--- src/rtl/video_pkg.sv ---
// Shared video-timing types and constants for the 3x3 filter front end.
package video_pkg;

  typedef enum logic [1:0] {
    IDLE  = 2'd0,
    FRAME = 2'd1,
    DONE  = 2'd2
  } state_t;

  localparam int BRD_TOP   = 3;
  localparam int BRD_BOT   = 2;
  localparam int BRD_LEFT  = 1;
  localparam int BRD_RIGHT = 0;

  localparam int DEF_IMG_W = 1280;
  localparam int DEF_IMG_H = 720;

endpackage

--- src/rtl/line_buf_window_ctrl_if.sv ---
// Camera-side timing inputs and line-buffer / window-stage outputs of the window controller.
interface line_buf_window_ctrl_if #(
  parameter int CNT_W = 12
);

  logic             per_frame_vsync;
  logic             per_frame_href;
  logic             per_frame_clken;
  logic             lb_clken;
  logic             lb_href;
  logic [CNT_W-1:0] col_cnt;
  logic [CNT_W-1:0] row_cnt;
  logic             post_frame_vsync;
  logic             post_frame_href;
  logic             post_frame_clken;
  logic             win_valid;
  logic [3:0]       win_border;
  logic             frame_done;
  logic             line_len_err;

  modport master (
    output per_frame_vsync, per_frame_href, per_frame_clken,
    input  lb_clken, lb_href, col_cnt, row_cnt,
    input  post_frame_vsync, post_frame_href, post_frame_clken,
    input  win_valid, win_border, frame_done, line_len_err
  );

  modport slave (
    input  per_frame_vsync, per_frame_href, per_frame_clken,
    output lb_clken, lb_href, col_cnt, row_cnt,
    output post_frame_vsync, post_frame_href, post_frame_clken,
    output win_valid, win_border, frame_done, line_len_err
  );

endinterface

--- src/rtl/sync_delay_line.sv ---
// Fixed-depth shift register with synchronous clear; o_q is i_d delayed DEPTH cycles.
module sync_delay_line #(
  parameter int WIDTH = 1,
  parameter int DEPTH = 1
) (
  input  logic             clock,
  input  logic             rst,
  input  logic [WIDTH-1:0] i_d,
  output logic [WIDTH-1:0] o_q
);

  logic [WIDTH-1:0] r_pipe [DEPTH];

  always_ff @(posedge clock) begin
    if (rst) begin
      for (int i = 0; i < DEPTH; i++) r_pipe[i] <= '0;
    end else begin
      r_pipe[0] <= i_d;
      for (int i = 1; i < DEPTH; i++) r_pipe[i] <= r_pipe[i-1];
    end
  end

  assign o_q = r_pipe[DEPTH-1];

endmodule

--- src/rtl/line_buf_window_ctrl.sv ---
// Frame/line sequencer for the two-line buffer: position counters, buffer enables and
// LAT-aligned sync/window flags. Optional LINE_LEN_CHK_EN adds a per-frame line length check.
module line_buf_window_ctrl
  import video_pkg::*;
#(
  parameter int IMG_W = DEF_IMG_W,
  parameter int IMG_H = DEF_IMG_H,
  parameter int CNT_W = 12,
  parameter int LAT   = 3
) (
  input logic clock,
  input logic rst,
  line_buf_window_ctrl_if.slave bus
);

  localparam logic [CNT_W-1:0] COL_MAX = CNT_W'(IMG_W - 1);
  localparam logic [CNT_W-1:0] ROW_MAX = CNT_W'(IMG_H - 1);
  localparam logic [CNT_W-1:0] ZERO    = CNT_W'(0);
  localparam logic [CNT_W-1:0] TWO     = CNT_W'(2);

  state_t           r_state;
  state_t           w_next_state;
  logic             r_vsync_d;
  logic             r_href_d;
  logic [CNT_W-1:0] r_col;
  logic [CNT_W-1:0] r_row;
  logic             r_frame_done;
  logic             w_vsync_rise;
  logic             w_href_fall;
  logic             w_pix;
  logic             w_in_frame;
  logic             w_win_in;
  logic [3:0]       w_border_in;
  logic [2:0]       w_post;
  logic [4:0]       w_win_q;

  assign w_vsync_rise = bus.per_frame_vsync & ~r_vsync_d;
  assign w_href_fall  = ~bus.per_frame_href & r_href_d;
  assign w_pix        = bus.per_frame_href & bus.per_frame_clken;
  assign w_in_frame   = (r_state == FRAME);

  always_comb begin
    w_next_state = r_state;
    case (r_state)
      IDLE: begin
        if (w_vsync_rise) w_next_state = FRAME;
        else              w_next_state = IDLE;
      end
      FRAME: begin
        if (w_vsync_rise)                         w_next_state = FRAME;
        else if (w_href_fall && r_row == ROW_MAX) w_next_state = DONE;
        else                                      w_next_state = FRAME;
      end
      DONE: begin
        if (w_vsync_rise) w_next_state = FRAME;
        else              w_next_state = IDLE;
      end
      default: w_next_state = IDLE;
    endcase
  end

  always_ff @(posedge clock) begin
    if (rst) r_state <= IDLE;
    else     r_state <= w_next_state;
  end

  // A vsync rise outranks every counter update, including a coincident href fall.
  always_ff @(posedge clock) begin
    if (rst) begin
      r_vsync_d    <= 1'b0;
      r_href_d     <= 1'b0;
      r_col        <= ZERO;
      r_row        <= ZERO;
      r_frame_done <= 1'b0;
    end else begin
      r_vsync_d    <= bus.per_frame_vsync;
      r_href_d     <= bus.per_frame_href;
      r_frame_done <= (w_next_state == DONE);
      if (w_vsync_rise) begin
        r_col <= ZERO;
        r_row <= ZERO;
      end else if (w_in_frame && w_href_fall) begin
        r_col <= ZERO;
        if (r_row != ROW_MAX) r_row <= r_row + CNT_W'(1);
      end else if (w_in_frame && w_pix && r_col != COL_MAX) begin
        r_col <= r_col + CNT_W'(1);
      end
    end
  end

  always_comb begin
    w_border_in            = 4'b0000;
    w_border_in[BRD_TOP]   = (r_row < TWO);
    w_border_in[BRD_BOT]   = (r_row == ROW_MAX);
    w_border_in[BRD_LEFT]  = (r_col < TWO);
    w_border_in[BRD_RIGHT] = (r_col == ZERO);
  end

  assign w_win_in = w_pix & (r_row >= TWO) & (r_col >= TWO);

  sync_delay_line #(.WIDTH(3), .DEPTH(LAT)) u_sync_dly (
    .clock (clock),
    .rst   (rst),
    .i_d   ({bus.per_frame_vsync, bus.per_frame_href, bus.per_frame_clken}),
    .o_q   (w_post)
  );

  sync_delay_line #(.WIDTH(5), .DEPTH(LAT)) u_win_dly (
    .clock (clock),
    .rst   (rst),
    .i_d   ({w_win_in, w_border_in}),
    .o_q   (w_win_q)
  );

  assign bus.lb_clken         = w_pix & w_in_frame;
  assign bus.lb_href          = bus.per_frame_href & w_in_frame;
  assign bus.col_cnt          = r_col;
  assign bus.row_cnt          = r_row;
  assign bus.post_frame_vsync = w_post[2];
  assign bus.post_frame_href  = w_post[1];
  assign bus.post_frame_clken = w_post[0];
  assign bus.win_valid        = w_win_q[4];
  assign bus.win_border       = w_win_q[3:0];
  assign bus.frame_done       = r_frame_done;

`ifdef LINE_LEN_CHK_EN
  localparam int              LEN_W   = CNT_W + 1;
  localparam logic [LEN_W-1:0] LEN_EXP = LEN_W'(IMG_W);

  logic [LEN_W-1:0] r_len_cnt;
  logic             r_len_err;

  // Unsaturated pixel count so over-long lines are caught as well as short ones.
  always_ff @(posedge clock) begin
    if (rst) begin
      r_len_cnt <= '0;
      r_len_err <= 1'b0;
    end else if (w_vsync_rise) begin
      r_len_cnt <= '0;
      r_len_err <= 1'b0;
    end else if (w_in_frame && w_href_fall) begin
      r_len_cnt <= '0;
      if (r_len_cnt != LEN_EXP) r_len_err <= 1'b1;
    end else if (w_in_frame && w_pix) begin
      r_len_cnt <= r_len_cnt + LEN_W'(1);
    end
  end

  assign bus.line_len_err = r_len_err;
`else
  assign bus.line_len_err = 1'b0;
`endif

endmodule

--- src/flat_wrapper.sv ---
// flat-port wrapper written by rule: the top's interface ports become plain ports
module line_buf_window_ctrl_flat import video_pkg::*;
#(
  parameter int IMG_W = DEF_IMG_W,
  parameter int IMG_H = DEF_IMG_H,
  parameter int CNT_W = 12,
  parameter int LAT   = 3
)
  (clock, rst, bus_per_frame_vsync, bus_per_frame_href, bus_per_frame_clken, bus_lb_clken, bus_lb_href, bus_col_cnt, bus_row_cnt, bus_post_frame_vsync, bus_post_frame_href, bus_post_frame_clken, bus_win_valid, bus_win_border, bus_frame_done, bus_line_len_err);
  line_buf_window_ctrl_if #(.CNT_W(CNT_W)) bus_i ();
  input logic clock;
  input logic rst;
  input wire logic [$bits(bus_i.per_frame_vsync)-1:0] bus_per_frame_vsync;
  input wire logic [$bits(bus_i.per_frame_href)-1:0] bus_per_frame_href;
  input wire logic [$bits(bus_i.per_frame_clken)-1:0] bus_per_frame_clken;
  output wire logic [$bits(bus_i.lb_clken)-1:0] bus_lb_clken;
  output wire logic [$bits(bus_i.lb_href)-1:0] bus_lb_href;
  output wire logic [$bits(bus_i.col_cnt)-1:0] bus_col_cnt;
  output wire logic [$bits(bus_i.row_cnt)-1:0] bus_row_cnt;
  output wire logic [$bits(bus_i.post_frame_vsync)-1:0] bus_post_frame_vsync;
  output wire logic [$bits(bus_i.post_frame_href)-1:0] bus_post_frame_href;
  output wire logic [$bits(bus_i.post_frame_clken)-1:0] bus_post_frame_clken;
  output wire logic [$bits(bus_i.win_valid)-1:0] bus_win_valid;
  output wire logic [$bits(bus_i.win_border)-1:0] bus_win_border;
  output wire logic [$bits(bus_i.frame_done)-1:0] bus_frame_done;
  output wire logic [$bits(bus_i.line_len_err)-1:0] bus_line_len_err;
  assign bus_i.per_frame_vsync = bus_per_frame_vsync;
  assign bus_i.per_frame_href = bus_per_frame_href;
  assign bus_i.per_frame_clken = bus_per_frame_clken;
  assign bus_lb_clken = bus_i.lb_clken;
  assign bus_lb_href = bus_i.lb_href;
  assign bus_col_cnt = bus_i.col_cnt;
  assign bus_row_cnt = bus_i.row_cnt;
  assign bus_post_frame_vsync = bus_i.post_frame_vsync;
  assign bus_post_frame_href = bus_i.post_frame_href;
  assign bus_post_frame_clken = bus_i.post_frame_clken;
  assign bus_win_valid = bus_i.win_valid;
  assign bus_win_border = bus_i.win_border;
  assign bus_frame_done = bus_i.frame_done;
  assign bus_line_len_err = bus_i.line_len_err;
  line_buf_window_ctrl #(.IMG_W(IMG_W), .IMG_H(IMG_H), .CNT_W(CNT_W), .LAT(LAT)) u_core (.clock(clock), .rst(rst), .bus(bus_i));
endmodule
--- config.mk ---
export PLATFORM = sky130hd
export DESIGN_NAME = line_buf_window_ctrl_flat
export DESIGN_NICKNAME = d
export VERILOG_FILES = /design/src/rtl/video_pkg.sv /design/src/rtl/line_buf_window_ctrl_if.sv /design/src/rtl/sync_delay_line.sv /design/src/rtl/line_buf_window_ctrl.sv /design/src/flat_wrapper.sv
export SDC_FILE = /design/constraint.sdc
export NUM_CORES = 1
export LEC_CHECK = 0
export ABC_AREA = 1
export BUFFER_PORTS_ARGS = -buffer_cell sky130_fd_sc_hd__buf_2
export CAP_MARGIN = 20
export CORE_MARGIN = 3
export CORE_UTILIZATION = 45
export DETAILED_ROUTE_END_ITERATION = 8
export HOLD_SLACK_MARGIN = 0.06
export PLACE_DENSITY = 0.72
export REMOVE_ABC_BUFFERS = 1
export SLEW_MARGIN = 20
export SYNTH_ARGS = -nofsm -noshare
export SYNTH_HDL_FRONTEND = slang
export SYNTH_SLANG_ARGS = --single-unit
--- constraint.sdc ---
create_clock -name clock -period 2.8 [get_ports clock]
set_input_delay 0.28 -clock clock [delete_from_list [all_inputs] [get_ports clock]]
set_output_delay 0.28 -clock clock [all_outputs]
set_load 0.01 [all_outputs]
==> summary.md <==
| Metric | Value |
|---|---|
| Post_cts resized | `0` |
| Data arrival, critical path | `2070 ps` |
| Hold buffer count at cts | `0` |
| Slew @ Worst Pin | `607 ps` |
| Rows | `25` |
| CTS tree | `yes` |
| Setup TNS Final | `0 ps` |
| Initial antenna violation count | `0` |
| CTS Sinks | `51` |
| Unrepaired setup endpoints after global routing | `no` |
| Root Buffer Master | `clkbuf_8` |
| R2R Setup Slk | `910 ps` |
| VDD IR-drop max | `272 uV` |
| Post-Syn Area per Cell | `6.92 sq um` |
| Placer Congestion | `0.874` |
| Post-Place Setup Slack | `937 ps` |
| Cell variety after synth | `28` |
| Die ar. | `6250 sq um` |
| GR Util All Layers | `15.9%` |
| Post-Syn Area | `2400 sq um` |
| Vias after detailed routing | `2094` |
| Synth warnings | `0` |
| Synth async-reset ratio | `0%` |
| Post-CTS Repair Setup Buffers | `0` |
| Max_cap viols | `0` |
| Hold path depth | `3` |
| Final nets | `391` |
| Syn Inst Count | `347` |
| Layout area overhead | `13.3%` |
| Max-slew violations | `0` |
| Worst setup path class | `flip-flop to flip-flop` |
| Crit share post-route | `67.7%` |
| Setup crit start | `u_core.bus.col_cnt[1]` |
| Core area | `4940 sq um` |
| Final Setup Violations | `0` |
| # DRC | `0` |
| Clock period minus worst slack | `1890 ps` |
| DR pass1 iterations | `4` |
| # fillers | `540` |
| Ys flop type | `dfxtp_1` |
| Final Hold Vio Count | `0` |
| Pwr dens | `485 nW/um^2` |
| Longest Clk Path Bufs | `2` |
| Register area share after synthesis | `42.5%` |
| FF-to-FF path depth | `8` |
| Initial DRC count | `92` |
| DP HPWL | `3.48 mm` |
| Relative max-transition margin | `59.5%` |
| Worst flop-to-flop path startpoint | `u_core.bus.col_cnt[1]` |
| Total leakage power | `1.23 nW` |
| Most frequent cells in the layout | `nand2_1 (98), nor2_1 (59), dfxtp_1 (51)` |
| GRT overflow | `0` |
| Share of cells above drive strength 1 | `17.3%` |
| Outcome | `finished, final reports clean` |
| Data required, critical path | `2980 ps` |
| Number of global-route vias before repair | `1802` |
| Final WS setup | `905 ps` |
| I/O pins | `41` |
| Commonest non-fill, non-tap cell in the layout | `nand2_1` |
| WL/cell | `10.8 um` |
| Yosys reg bits | `51` |
| Effective utilization at floorplan | `48.6%` |
| Diodes inserted | `0` |
| Die width | `79.0 um` |
| FMAX | `528 MHz` |
| Clk slew on worst S/H paths | `100 ps` |
| Die Y | `79.0 um` |
| Critical Path End | `u_core.bus.col_cnt[10]` |
| Clk_skew | `6.65 ps` |
| Critical path capture point type | `flip-flop` |
| Num CTS Buffers | `5` |
| Clk_lat worst skew | `300 ps` |
| Post-layout util | `55.0%` |
| CP startpoint kind | `flip-flop` |
| Vias per cell | `4.66` |
| First-pass GRT wire length | `8.12 mm` |
| I/O Buffers | `39` |
| Reg-to-Reg End | `u_core.bus.col_cnt[10]` |
| Hold Crit Class | `primary input to flip-flop` |
| Hold slack | `192 ps` |
| Pin count of the biggest net entering global routing | `26` |
| ANT nets after route | `0` |
| CTS HTree Levels | `2` |
| Worst-path fanout max | `10` |
| EDFF count, synth | `0` |
| Post-Route WL | `4.84 mm` |
## synth_stat cells, types with 5 or more instances
cell type | count | area (sq um)
inv_1 | 48 | 180
nand2_1 | 98 | 368
nand3_1 | 14 | 70.1
xor2_1 | 7 | 61.3
ha_1 | 5 | 62.6
nor3_1 | 5 | 25.0
a21oi_2 | 10 | 87.6
dfxtp_1 | 51 | 1020
buf_4 | 5 | 37.5
nand4_1 | 9 | 56.3
a21oi_1 | 11 | 55.1
nor2_1 | 59 | 221
## how the worst min path moves through the flow
stage / start / endpoint
floorplan: rst / u_core.r_state[0]
finish: bus_per_frame_vsync / u_core.u_sync_dly.r_pipe[0][2]
global route: bus_per_frame_vsync / u_core.u_sync_dly.r_pipe[0][2]
CTS: bus_per_frame_vsync / u_core.u_sync_dly.r_pipe[0][2]
global placement: u_core.u_sync_dly.r_pipe[0][5] / u_core.u_sync_dly.r_pipe[0][8]
detailed placement: u_core.u_win_dly.r_pipe[0][5] / u_core.u_win_dly.r_pipe[0][10]
## sequential cells by signal, summed over array words and instances, names as in the netlist
| register | count |
|---|---|
| u_core.bus.row_cnt | 12 |
| u_core.u_win_dly.r_pipe | 15 |
| u_core.r_state | 2 |
| u_core.bus.frame_done | 1 |
| u_core.bus.col_cnt | 12 |
| u_core.u_sync_dly.r_pipe | 9 |
## critical path, cell delays in order, from the launching register on
cell	delay [ps]
dfxtp_1	460
ha_1	310
inv_1	70
nor2_2	190
nand3_1	210
nand2_2	250
inv_2	130
nand2_1	90
a21oi_1	50
## layer usage
metal  vias to the layer above  wire length (um)  track usage [%]
met2                        50              2130             25.0
met5                         -                 0                0
met1                       915              2390             21.7
li1                       1123                 -                -
met3                         6               261             3.40
met4                         0                58             4.98
## stage by stage
step                instances  instance area, sq um  power (mW)
finish                    449                  2720        1.32
global route              449                  2720        1.36
CTS                       449                  2720        1.33
detailed placement        441                  2610       0.818
global placement          441                  2610       0.817
floorplan                 335                  2330       0.795
## power breakdown
part | leakage, nW | internal [mW] | switching [mW]
combinational | 0.758 | 0.0162 | 0.0404
clock | 0.0548 | 0.269 | 0.248
sequential | 0.415 | 0.739 | 0.00518
## area by class of cell
cell class / instances / area, sq um / area share [%]
Clock buffer: 5 / 68.8 / 2.53
Inverter: 51 / 191 / 7.04
Tap cell: 67 / 83.8 / 3.08
Multi-Input combinational cell: 233 / 1110 / 40.9
Clock inverter: 3 / 46.3 / 1.70
Timing Repair Buffer: 39 / 195 / 7.18
Sequential cell: 51 / 1020 / 37.5
## cell families after synthesis
family | Yosys count | synth area share, %
buffers and inverters | 63 | 11.1
other | 1 | 0.156
adder cells (fa/ha/maj) | 5 | 2.61
AND/OR/NAND/NOR | 194 | 33.6
flip-flops | 51 | 42.5
XOR/XNOR | 10 | 3.65
AO/OA/AOI/OAI | 23 | 6.41
(Power assumes the default switching activity.)
